===== src/rtl/safe_attempt_sequencer_pkg.sv =====
// safe_attempt_sequencer_pkg: lock stage codes, FSM encodings and stage helpers
package safe_attempt_sequencer_pkg;

    localparam logic [3:0] STG_SETUP = 4'b0000;
    localparam logic [3:0] STG_E1    = 4'b0001;
    localparam logic [3:0] STG_E2    = 4'b0011;
    localparam logic [3:0] STG_E3    = 4'b0111;
    localparam logic [3:0] STG_OPEN  = 4'b1111;

    localparam logic [2:0] IDLE    = 3'd0;
    localparam logic [2:0] PRESS   = 3'd1;
    localparam logic [2:0] SETTLE  = 3'd2;
    localparam logic [2:0] JUDGE   = 3'd3;
    localparam logic [2:0] LOCKOUT = 3'd4;
    localparam logic [2:0] RELEASE = 3'd5;

    function automatic logic is_entry(input logic [3:0] s);
        return s == STG_E1 || s == STG_E2 || s == STG_E3;
    endfunction

    function automatic logic [2:0] popcount4(input logic [3:0] v);
        return {2'b0, v[0]} + {2'b0, v[1]} + {2'b0, v[2]} + {2'b0, v[3]};
    endfunction

endpackage


===== src/rtl/safe_attempt_sequencer_if.sv =====
// safe_attempt_sequencer_if: sequencer <-> lock link (stage code in, action pulse out)
interface safe_attempt_sequencer_if;
    logic [3:0] stage;
    logic       action_n;
    modport master (input stage, output action_n);
    modport slave  (output stage, input action_n);
endinterface


===== src/rtl/safe_attempt_sequencer_key_debouncer.sv =====
// key_debouncer: 2-flop sync of key_n, level adopted after DB_CYC stable samples, one-cycle press on 1->0
module key_debouncer
#(
    parameter int DB_CYC = 16
) (
    input  logic clk,
    input  logic rst_n,
    input  logic key_n_i,
    output logic level_o,
    output logic press_o
);

    localparam int CW = $clog2(DB_CYC + 1);

    logic [1:0]    sync_q;
    logic [CW-1:0] cnt_q, cnt_d;
    logic          level_q, level_d, press_q, press_d, adopt;

    always_comb begin
        adopt   = sync_q[1] != level_q && cnt_q == CW'(DB_CYC - 1);
        cnt_d   = (sync_q[1] == level_q || adopt) ? '0 : cnt_q + 1'b1;
        level_d = adopt ? sync_q[1] : level_q;
        press_d = adopt && !sync_q[1];
    end

    always_ff @(posedge clk or negedge rst_n) begin
        if (!rst_n) begin
            sync_q  <= 2'b11;
            cnt_q   <= '0;
            level_q <= 1'b1;
            press_q <= 1'b0;
        end else begin
            sync_q  <= {sync_q[0], key_n_i};
            cnt_q   <= cnt_d;
            level_q <= level_d;
            press_q <= press_d;
        end
    end

    assign level_o = level_q;
    assign press_o = press_q;

endmodule


===== src/rtl/safe_attempt_sequencer.sv =====
// safe_attempt_sequencer: forwards debounced ENTER presses to the lock, judges the stage
// outcome, tracks consecutive fails and enforces an escalating lockout.
module safe_attempt_sequencer
    import safe_attempt_sequencer_pkg::*;
#(
    parameter int DB_CYC     = 16,
    parameter int PULSE_CYC  = 4,
    parameter int SETTLE_CYC = 8,
    parameter int MAX_FAILS  = 3,
    parameter int LOCK_CYC   = 1000,
    parameter int LOCK_W     = 16
) (
    input  logic                    clk,
    input  logic                    rst_n,
    input  logic                    key_n_i,
    safe_attempt_sequencer_if.master lk,
    output logic                    locked_out_o,
    output logic [3:0]              fail_streak_o,
    output logic [1:0]              lock_level_o,
    output logic [LOCK_W+2:0]       lock_remaining_o,
    output logic [7:0]              dropped_o
);

    localparam int RW = LOCK_W + 3;
    localparam int CW = $clog2((PULSE_CYC > SETTLE_CYC ? PULSE_CYC : SETTLE_CYC) + 1);
    localparam logic [RW-1:0] LOCK_BASE = RW'(LOCK_CYC);

    logic          key_level, press;
    logic [2:0]    state_q, state_d;
    logic [CW-1:0] cnt_q, cnt_d;
    logic [3:0]    prev_q, prev_d, streak_q, streak_d;
    logic [1:0]    level_q, level_d;
    logic [RW-1:0] rem_q, rem_d;
    logic [7:0]    drop_q, drop_d;
    logic [2:0]    pc_now, pc_prev;

    key_debouncer #(.DB_CYC(DB_CYC)) u_db (
        .clk     (clk),
        .rst_n   (rst_n),
        .key_n_i (key_n_i),
        .level_o (key_level),
        .press_o (press)
    );

    assign pc_now  = popcount4(lk.stage);
    assign pc_prev = popcount4(prev_q);

    always_comb begin
        state_d  = state_q;
        cnt_d    = cnt_q;
        prev_d   = prev_q;
        streak_d = streak_q;
        level_d  = level_q;
        rem_d    = rem_q;
        drop_d   = drop_q;
        case (state_q)
            IDLE: if (press) begin
                state_d = PRESS;
                prev_d  = lk.stage;
            end
            PRESS: begin
                cnt_d   = cnt_q == CW'(PULSE_CYC - 1) ? '0 : cnt_q + 1'b1;
                state_d = cnt_q == CW'(PULSE_CYC - 1) ? SETTLE : PRESS;
            end
            SETTLE: begin
                cnt_d   = cnt_q == CW'(SETTLE_CYC - 1) ? '0 : cnt_q + 1'b1;
                state_d = cnt_q == CW'(SETTLE_CYC - 1) ? JUDGE : SETTLE;
            end
            JUDGE: begin
                state_d = RELEASE;
                if (prev_q == STG_OPEN) begin
                    streak_d = '0;
                    level_d  = '0;
                end else if (is_entry(prev_q)) begin
                    if (pc_now == pc_prev) begin
                        if (streak_q == 4'(MAX_FAILS - 1)) begin
                            streak_d = '0;
                            rem_d    = LOCK_BASE << level_q;
                            level_d  = level_q == 2'd3 ? 2'd3 : level_q + 2'd1;
                            state_d  = LOCKOUT;
                        end else begin
                            streak_d = streak_q + 4'd1;
                        end
                    end else if (pc_now > pc_prev) begin
                        streak_d = '0;
                        level_d  = lk.stage == STG_OPEN ? 2'd0 : level_q;
                    end
                end
            end
            LOCKOUT: begin
                drop_d  = press && drop_q != 8'hff ? drop_q + 8'd1 : drop_q;
                rem_d   = rem_q == '0 ? rem_q : rem_q - 1'b1;
                state_d = rem_q == '0 ? RELEASE : LOCKOUT;
            end
            RELEASE: state_d = key_level ? IDLE : RELEASE;
            default: state_d = IDLE;
        endcase
    end

    always_ff @(posedge clk or negedge rst_n) begin
        if (!rst_n) begin
            state_q  <= IDLE;
            cnt_q    <= '0;
            prev_q   <= STG_SETUP;
            streak_q <= '0;
            level_q  <= '0;
            rem_q    <= '0;
            drop_q   <= '0;
        end else begin
            state_q  <= state_d;
            cnt_q    <= cnt_d;
            prev_q   <= prev_d;
            streak_q <= streak_d;
            level_q  <= level_d;
            rem_q    <= rem_d;
            drop_q   <= drop_d;
        end
    end

    // Decoded straight from state so an async reset releases the lock input immediately
    assign lk.action_n      = state_q != PRESS;
    assign locked_out_o     = state_q == LOCKOUT;
    assign fail_streak_o    = streak_q;
    assign lock_level_o     = level_q;
    assign lock_remaining_o = rem_q;
    assign dropped_o        = drop_q;

endmodule


===== src/flat_wrapper.sv =====
// flat-port wrapper written by rule: the top's interface ports become plain ports
module safe_attempt_sequencer_flat import safe_attempt_sequencer_pkg::*;
#(
    parameter int DB_CYC     = 16,
    parameter int PULSE_CYC  = 4,
    parameter int SETTLE_CYC = 8,
    parameter int MAX_FAILS  = 3,
    parameter int LOCK_CYC   = 1000,
    parameter int LOCK_W     = 16
)
  (clk, rst_n, key_n_i, locked_out_o, fail_streak_o, lock_level_o, lock_remaining_o, dropped_o, lk_stage, lk_action_n);
  safe_attempt_sequencer_if lk_i ();
  input  logic clk;
  input  logic rst_n;
  input  logic key_n_i;
  output logic locked_out_o;
  output logic [3:0] fail_streak_o;
  output logic [1:0] lock_level_o;
  output logic [LOCK_W+2:0] lock_remaining_o;
  output logic [7:0] dropped_o;
  input wire logic [$bits(lk_i.stage)-1:0] lk_stage;
  output wire logic [$bits(lk_i.action_n)-1:0] lk_action_n;
  assign lk_i.stage = lk_stage;
  assign lk_action_n = lk_i.action_n;
  safe_attempt_sequencer #(.DB_CYC(DB_CYC), .PULSE_CYC(PULSE_CYC), .SETTLE_CYC(SETTLE_CYC), .MAX_FAILS(MAX_FAILS), .LOCK_CYC(LOCK_CYC), .LOCK_W(LOCK_W)) u_core (.clk(clk), .rst_n(rst_n), .key_n_i(key_n_i), .lk(lk_i), .locked_out_o(locked_out_o), .fail_streak_o(fail_streak_o), .lock_level_o(lock_level_o), .lock_remaining_o(lock_remaining_o), .dropped_o(dropped_o));
endmodule

===== config.mk =====
export PLATFORM = sky130hd
export DESIGN_NAME = safe_attempt_sequencer_flat
export DESIGN_NICKNAME = d
export VERILOG_FILES = /design/src/rtl/safe_attempt_sequencer_pkg.sv /design/src/rtl/safe_attempt_sequencer_if.sv /design/src/rtl/safe_attempt_sequencer_key_debouncer.sv /design/src/rtl/safe_attempt_sequencer.sv /design/src/flat_wrapper.sv
export SDC_FILE = /design/constraint.sdc
export NUM_CORES = 1
export LEC_CHECK = 0
export ABC_AREA = 1
export CAP_MARGIN = 10
export CORE_ASPECT_RATIO = 0.7
export CORE_MARGIN = 1
export CORE_UTILIZATION = 50
export DETAILED_ROUTE_END_ITERATION = 10
export GPL_ROUTABILITY_DRIVEN = 0
export GPL_TIMING_DRIVEN = 0
export MAX_ROUTING_LAYER = met4
export PLACE_DENSITY_LB_ADDON = 0.05
export RECOVER_POWER = 50
export SYNTH_ARGS = -nofsm -noshare
export SYNTH_HDL_FRONTEND = slang
export SYNTH_SLANG_ARGS = --single-unit

===== constraint.sdc =====
create_clock -name clk -period 8.3 [get_ports clk]
set_clock_uncertainty 0.1 [all_clocks]
set_input_delay 1.245 -clock clk [delete_from_list [all_inputs] [get_ports clk]]
set_output_delay 1.245 -clock clk [all_outputs]
set_load 0.02 [all_outputs]

==> results of run 1 <==
-- Yosys cell counts, types with 4 or more instances --
cell type  number
a21oi_1        11
nand2_1       112
o21ai_2         8
nand3_1        33
nor3_1          6
dfrtp_1        50
xor2_1          8
inv_1          56
o21ai_0        20
ha_1           15
nand4_1        13
nand2_2         4
nor2_1         54
o21ai_1         6
-- layout make-up --
| class | count | share of cell area |
|---|---|---|
| multi-input combinational | 313 | 0.4347 |
| clock inverter | 3 | 0.007439 |
| inverter | 58 | 0.05627 |
| clock buffer | 5 | 0.01779 |
| tap | 78 | 0.02523 |
| sequential | 53 | 0.3438 |
| buffer | 5 | 0.009379 |
| timing repair buffer | 42 | 0.1054 |
-- sequential cells by signal, summed over array words and instances, names as in the netlist --
register / flops
u_core.lock_remaining_o: 19
u_core.dropped_o: 8
u_core.u_db.cnt_q: 5
u_core.cnt_q: 4
u_core.fail_streak_o: 4
u_core.prev_q: 4
u_core.state_q: 3
u_core.lock_level_o: 2
u_core.u_db.sync_q: 2
u_core.u_db.level_o: 1
u_core.u_db.press_o: 1
-- path summary, 6_finish.rpt --
check                                                   to  cells after the start
worst min register to register       u_core.u_db.sync_q[1]                      0
worst max-delay path            u_core.lock_remaining_o[8]                     15
worst max register to register  u_core.lock_remaining_o[8]                     14
min in group asynchronous       u_core.lock_remaining_o[7]                      1
worst min-delay path                 u_core.u_db.sync_q[1]                      0
max in group asynchronous                 u_core.prev_q[0]                      2
-- worst max-delay path: cells and delay by family --
| family | cells | cell delay [ns] |
|---|---|---|
| compound gates | 2 | 0.28 |
| fa+ha+maj | 4 | 1.16 |
| buf+inv | 5 | 0.84 |
| simple gates | 4 | 0.50 |
-- stage by stage --
stage | hold WS, ns | instance area [µm²]
floorplan | 0.2452 | 3272
global placement | 0.2475 | 3780
detailed placement | 0.2487 | 3795
CTS | 0.2654 | 3892
global route | 0.2761 | 3869
finish | 0.2643 | 3869
-- power groups by stage --
stage	clock network, µW	registers (µW)	logic [µW]
floorplan	0	402	321
global route	174	384	574
finish	161	373	513
global placement	0	376	503
detailed placement	0	379	513
CTS	165	374	516
-- logic make-up after synthesis --
kind of cell,synth area share
xor gates and xnor gates,0.02945
muxes,0.003441
adders and majority gates,0.06960
DFF,0.4065
AOI/OAI and AO/OA,0.09484
and+or+nand+nor,0.3182
buffers and inverters,0.07801
-- routing by layer --
metal	global-route usage	up-vias	routed length (µm)
li1	-	1472	-
met4	0.06633	0	89
met5	-	-	0
met1	0.3173	1287	3523
met3	0.03730	10	356
met2	0.3341	71	2934
==> run metrics, run 1 <==
Layout Nets=502; first-pass GRT wire length=11900 µm; Hold WC Path Type=flip-flop to flip-flop; clk root buf=clkbuf_8; syn avg cell area=roughly 7.6 µm²; worst slack at placement=slightly above 4 ns; Worst setup EP type=flip-flop; fillers=580; max-slew violations=35; Power Internal=roughly 560 µW; failing checks=capacitance limit, slew limit; fmax=approximately 0.26 GHz; largest net degree at the start of global routing=35; number of flops mapped to enable cells by yosys=0; PortBufs=41; Clk network pwr share=0.153; Max-Cap Viols=1; Sequential Power Share=0.357; top cell type's share of synthesized area=0.3824; power density over the cells=around 270 mW/mm²; clk slew on worst S/H paths=roughly 0.11 ns; CP required=between 8 and 9 ns; total power=approximately 1000 µW; Crit Reg-Reg Startpoint=u_core.prev_q[0]; Critical Path Source Type=input pin; core box area=0.006276 mm²; sequential share of the synthesized area=0.4065; Final Non-Filler Cells=557; Die Area=0.006876 mm²; gr ovfl total=0; worst setup path start=lk_stage[1]; Syn Std Cell Area=approximately 0.0033 mm²; Post-Place Cells=~550; hold-fix buffers at CTS=0; GR Util All Layers=0.2248; dpl hpwl=roughly 5200 µm; Routed Antenna Nets=0; Leak=0.001831 µW; worst-path cell chain=clkdlybuf4s50_1, ha_1, inv_1, fa_1, inv_1, ha_1, ha_1, nand2_1, nor2_4, inv_1, o21ai_4, nand3_4, buf_6, nand2_1, o21ai_2; 1st-iter DRT viols=approximately 160; I/O pins=42; Sw Pwr=around 500 µW; Final period util=0.4696; CTS buffer count=5; worst slew pin tran=roughly 1.8 ns; vias=2840; RSZ-0062 raised after global routing=no; final hold violation count=0; cell taking the most area after synthesis=dfrtp_1; die height=around 70 µm; DRC violations left=0; Slew HR=-0.2016; fin util=0.6164; Synth cell types=32; Yosys warnings=0; Avg WL per Cell=roughly 12 µm; clk sinks=53; drt pass-1 iters=6; largest cells by area after synthesis=dfrtp_1 38%, nand2_1 13%, inv_1 6.4%; Reg area=around 0.0013 mm²; critical path data arrival time=4.02 ns; status=complete, but fails checks; Worst Slack Setup Final=4.402 ns; Area Overhead vs Synth=18.24%; CP Max Fanout=10; Initial Util=0.5213; Cells after Synth=about 430; most frequent cells in the layout=112 x nand2_1, 56 x inv_1, 54 x nor2_1, 50 x dfrtp_1, 39 x clkdlybuf4s50_1; TNS Setup=0 ns; #FFs+latches synth=between 50 and 60; Reg2Reg Setup Slack=about 5.4 ns; post_cts resized=0; multi-input logic area=approximately 0.0017 mm²; vias in the first global route=about 2.6k; final count of negative-setup-slack endpoints=0; Crit Path Class=input pin to flip-flop; final wirelength=just under 7000 µm; Clock Tree Buf Depth=2; cell row count=24; minimum clock period=roughly 4 ns; antenna cells=0; Gate power share=0.490; hold_sp=u_core.u_db.sync_q[0]; Sw Share=0.4640; maximum VDD drop=128.5 µV; commonest non-fill, non-tap cell in the layout=nand2_1; syn_nets=between 400 and 500; clock tree from TritonCTS=yes; fraction of registers with async set/reset=1.000; clk_lat worst skew=about 0.32 ns; Die Wd=slightly below 100 µm; initial antenna violation count=0; max incr delay on CP=about 0.43 ns; Worst path slowest cell=clkdlybuf4s50_1; via/cell ratio=~5.1; layout cells sized above 1=0.08142; setup bufs post-CTS=0; H-tree levels=2; ys flop type=dfrtp_1
No activity file was read; power rests on OpenSTA's default activity.
==> run 2, diff against run 1 <==
Clock period 8.3 ns to 3.15 ns, I/O delays scaled along.
==> run 2 against run 1 <==
First-iteration DRC count unchanged. Sequential share of layout area shrank 1.3 points. Register-to-register slack lost 5.1 ns. Sequential power grew to 2.6 times the previous value. The flow still finishes with violations (capacitance limit, slew limit). Power grew to 2.8 times the previous value. Global-route usage unchanged.
==> run metrics, run 2 (same netlist as run 1, synthesis figures left out) <==
GR Util All Layers=0.2248 (unchanged); final hold violation count=0 (unchanged); power density over the cells=722.4 mW/mm² (+170%); final wirelength=7238 µm (+4.9%); fillers=567 (-2.2%); Slew HR=-0.009385 (+0.1922); cell row count=24 (unchanged); vias in the first global route=2570 (unchanged); via/cell ratio=5.093 (-0.10%); Hold WC Path Type=input pin to async pin; CP Max Fanout=7 (-3); worst slew pin tran=1.514 ns (-0.2883 ns); fmax=between 0.3 and 0.4 GHz; critical path data arrival time=3.18 ns (-0.84 ns); final instance area=0.004016 mm² (+3.8%); I/O pins=42 (unchanged); commonest non-fill, non-tap cell in the layout=nand2_1; most frequent cells in the layout=111 x nand2_1, 55 x inv_1, 54 x nor2_1, 50 x dfrtp_1, 39 x clkdlybuf4s50_1; drt pass-1 iters=4 (-2); clk root buf=clkbuf_8; CP required=3.27 ns (-5.15 ns); clock tree from TritonCTS=yes; Post-Place Cells=549 (unchanged); Final Non-Filler Cells=567 (+1.8%); DRC violations left=0 (unchanged); Worst setup EP type=flip-flop; 1st-iter DRT viols=162 (unchanged); vias=2888 (+1.7%); Max-Cap Viols=1 (unchanged); max-slew violations=35 (unchanged); antenna cells=0 (unchanged); Reg2Reg Setup Slack=0.24 ns (-5.11 ns); Crit Path Class=input pin to flip-flop; first-pass GRT wire length=11900 µm (unchanged); hold_ws=0.2348 ns (-0.02948 ns); dpl hpwl=5219 µm (unchanged); final count of negative-setup-slack endpoints=0 (unchanged); Die Area=0.006876 mm² (unchanged); hold-fix buffers at CTS=0 (unchanged); Avg WL per Cell=12.77 µm (+3.0%); Routed Antenna Nets=0 (unchanged); max reg flops=19 (unchanged); Layout Nets=512 (+2.0%); Area Overhead vs Synth=22.75%; Initial Util=0.5213 (unchanged); failing checks=capacitance limit, slew limit; layout cells sized above 1=0.1084 (+0.02696); Die Wd=98.69 µm (unchanged); status=complete, but fails checks; initial antenna violation count=0 (unchanged); maximum VDD drop=339.0 µV (+160%); Clock Tree Buf Depth=2 (unchanged); fin util=0.6400 (+0.02353); Critical Path Source Type=input pin; PortBufs=41 (unchanged); H-tree levels=2 (unchanged); largest net degree at the start of global routing=35 (unchanged); Final period util=0.9713; gr ovfl total=0 (unchanged); Leak=0.001911 µW (+4.4%); CTS buffer count=5 (unchanged); core box area=0.006276 mm² (unchanged); die height=69.68 µm (unchanged); clk slew on worst S/H paths=0.11 ns (about the same); Area after DPL=0.003795 mm² (unchanged); clk_lat worst skew=0.32 ns (about the same); clk sinks=53 (unchanged); total power=2901 µW (+180%); minimum clock period=3.060 ns
## run 2: cell type report
| cell class | count | area, µm² | share of cell area |
|---|---|---|---|
| multi-input combinational | 314 | 1702 | 0.4237 |
| sequential | 53 | 1330 | 0.3312 |
| timing repair buffer | 51 | 523.0 | 0.1302 |
| inverter | 58 | 217.7 | 0.05421 |
| tap | 78 | 97.59 | 0.02430 |
| clock buffer | 5 | 68.82 | 0.01713 |
| buffer | 5 | 48.80 | 0.01215 |
| clock inverter | 3 | 28.78 | 0.007165 |
## run 2: worst paths after layout
| kind | cells after the start | startpoint | end |
|---|---|---|---|
| min in group clk | 0 | u_core.u_db.sync_q[0] | u_core.u_db.sync_q[1] |
| worst min register to register | 0 | u_core.u_db.sync_q[0] | u_core.u_db.sync_q[1] |
| worst max register to register | 14 | u_core.prev_q[0] | u_core.lock_remaining_o[8] |
| worst min-delay path | 1 | rst_n | u_core.lock_remaining_o[7] |
| worst max-delay path | 15 | lk_stage[1] | u_core.lock_remaining_o[8] |
| max in group asynchronous | 2 | rst_n | u_core.prev_q[0] |
## run 2: stage by stage
step | TNS, ns | worst slack (ns)
6_report | 0 | 0.09048
5_1_grt | -0.02992 | -0.01337
3_5_place_dp | -5.448 | -0.2858
4_1_cts | 0 | 0.01381
2_1_floorplan | 0 | 0.3923
3_3_place_gp | -13.52 | -0.2831
## run 2: worst max-delay path: stages
cell and delay (ns):
clkdlybuf4s50_1 0.44, ha_1 0.29, inv_1 0.05, fa_2 0.32, inv_1 0.06, ha_1 0.22, ha_1 0.29, nand2_2 0.07
nor2_4 0.15, inv_2 0.07, o21ai_4 0.20, nand3_4 0.21, buf_8 0.19, nand2_1 0.08, o21ai_2 0.06
## run 2: power by group
| group | switching (µW) | internal [µW] | leakage (µW) |
|---|---|---|---|
| sequential | 171 | 816 | 0.000682 |
| combinational | 897 | 595 | 0.00118 |
| clock | 256 | 167 | 0.0000506 |
| total | 1320 | 1580 | 0.00191 |
## run 2: what timing repair did
item | 4_1_cts | 5_1_grt
endpoints found under the hold margin | 0 | 0
gates resized for setup | 0 | 7
endpoints found under the setup margin | 0 | 21
buffers inserted | 0 | 7
## run 2: per-layer routing
metal	wire, µm	vias up	track usage	share of wire
met1	3790	1329	0.3173	0.52
met4	71	0	0.06633	0.0098
li1	-	1501	-	-
met2	3155	50	0.3341	0.44
met3	221	8	0.03730	0.031
met5	0	-	-	0
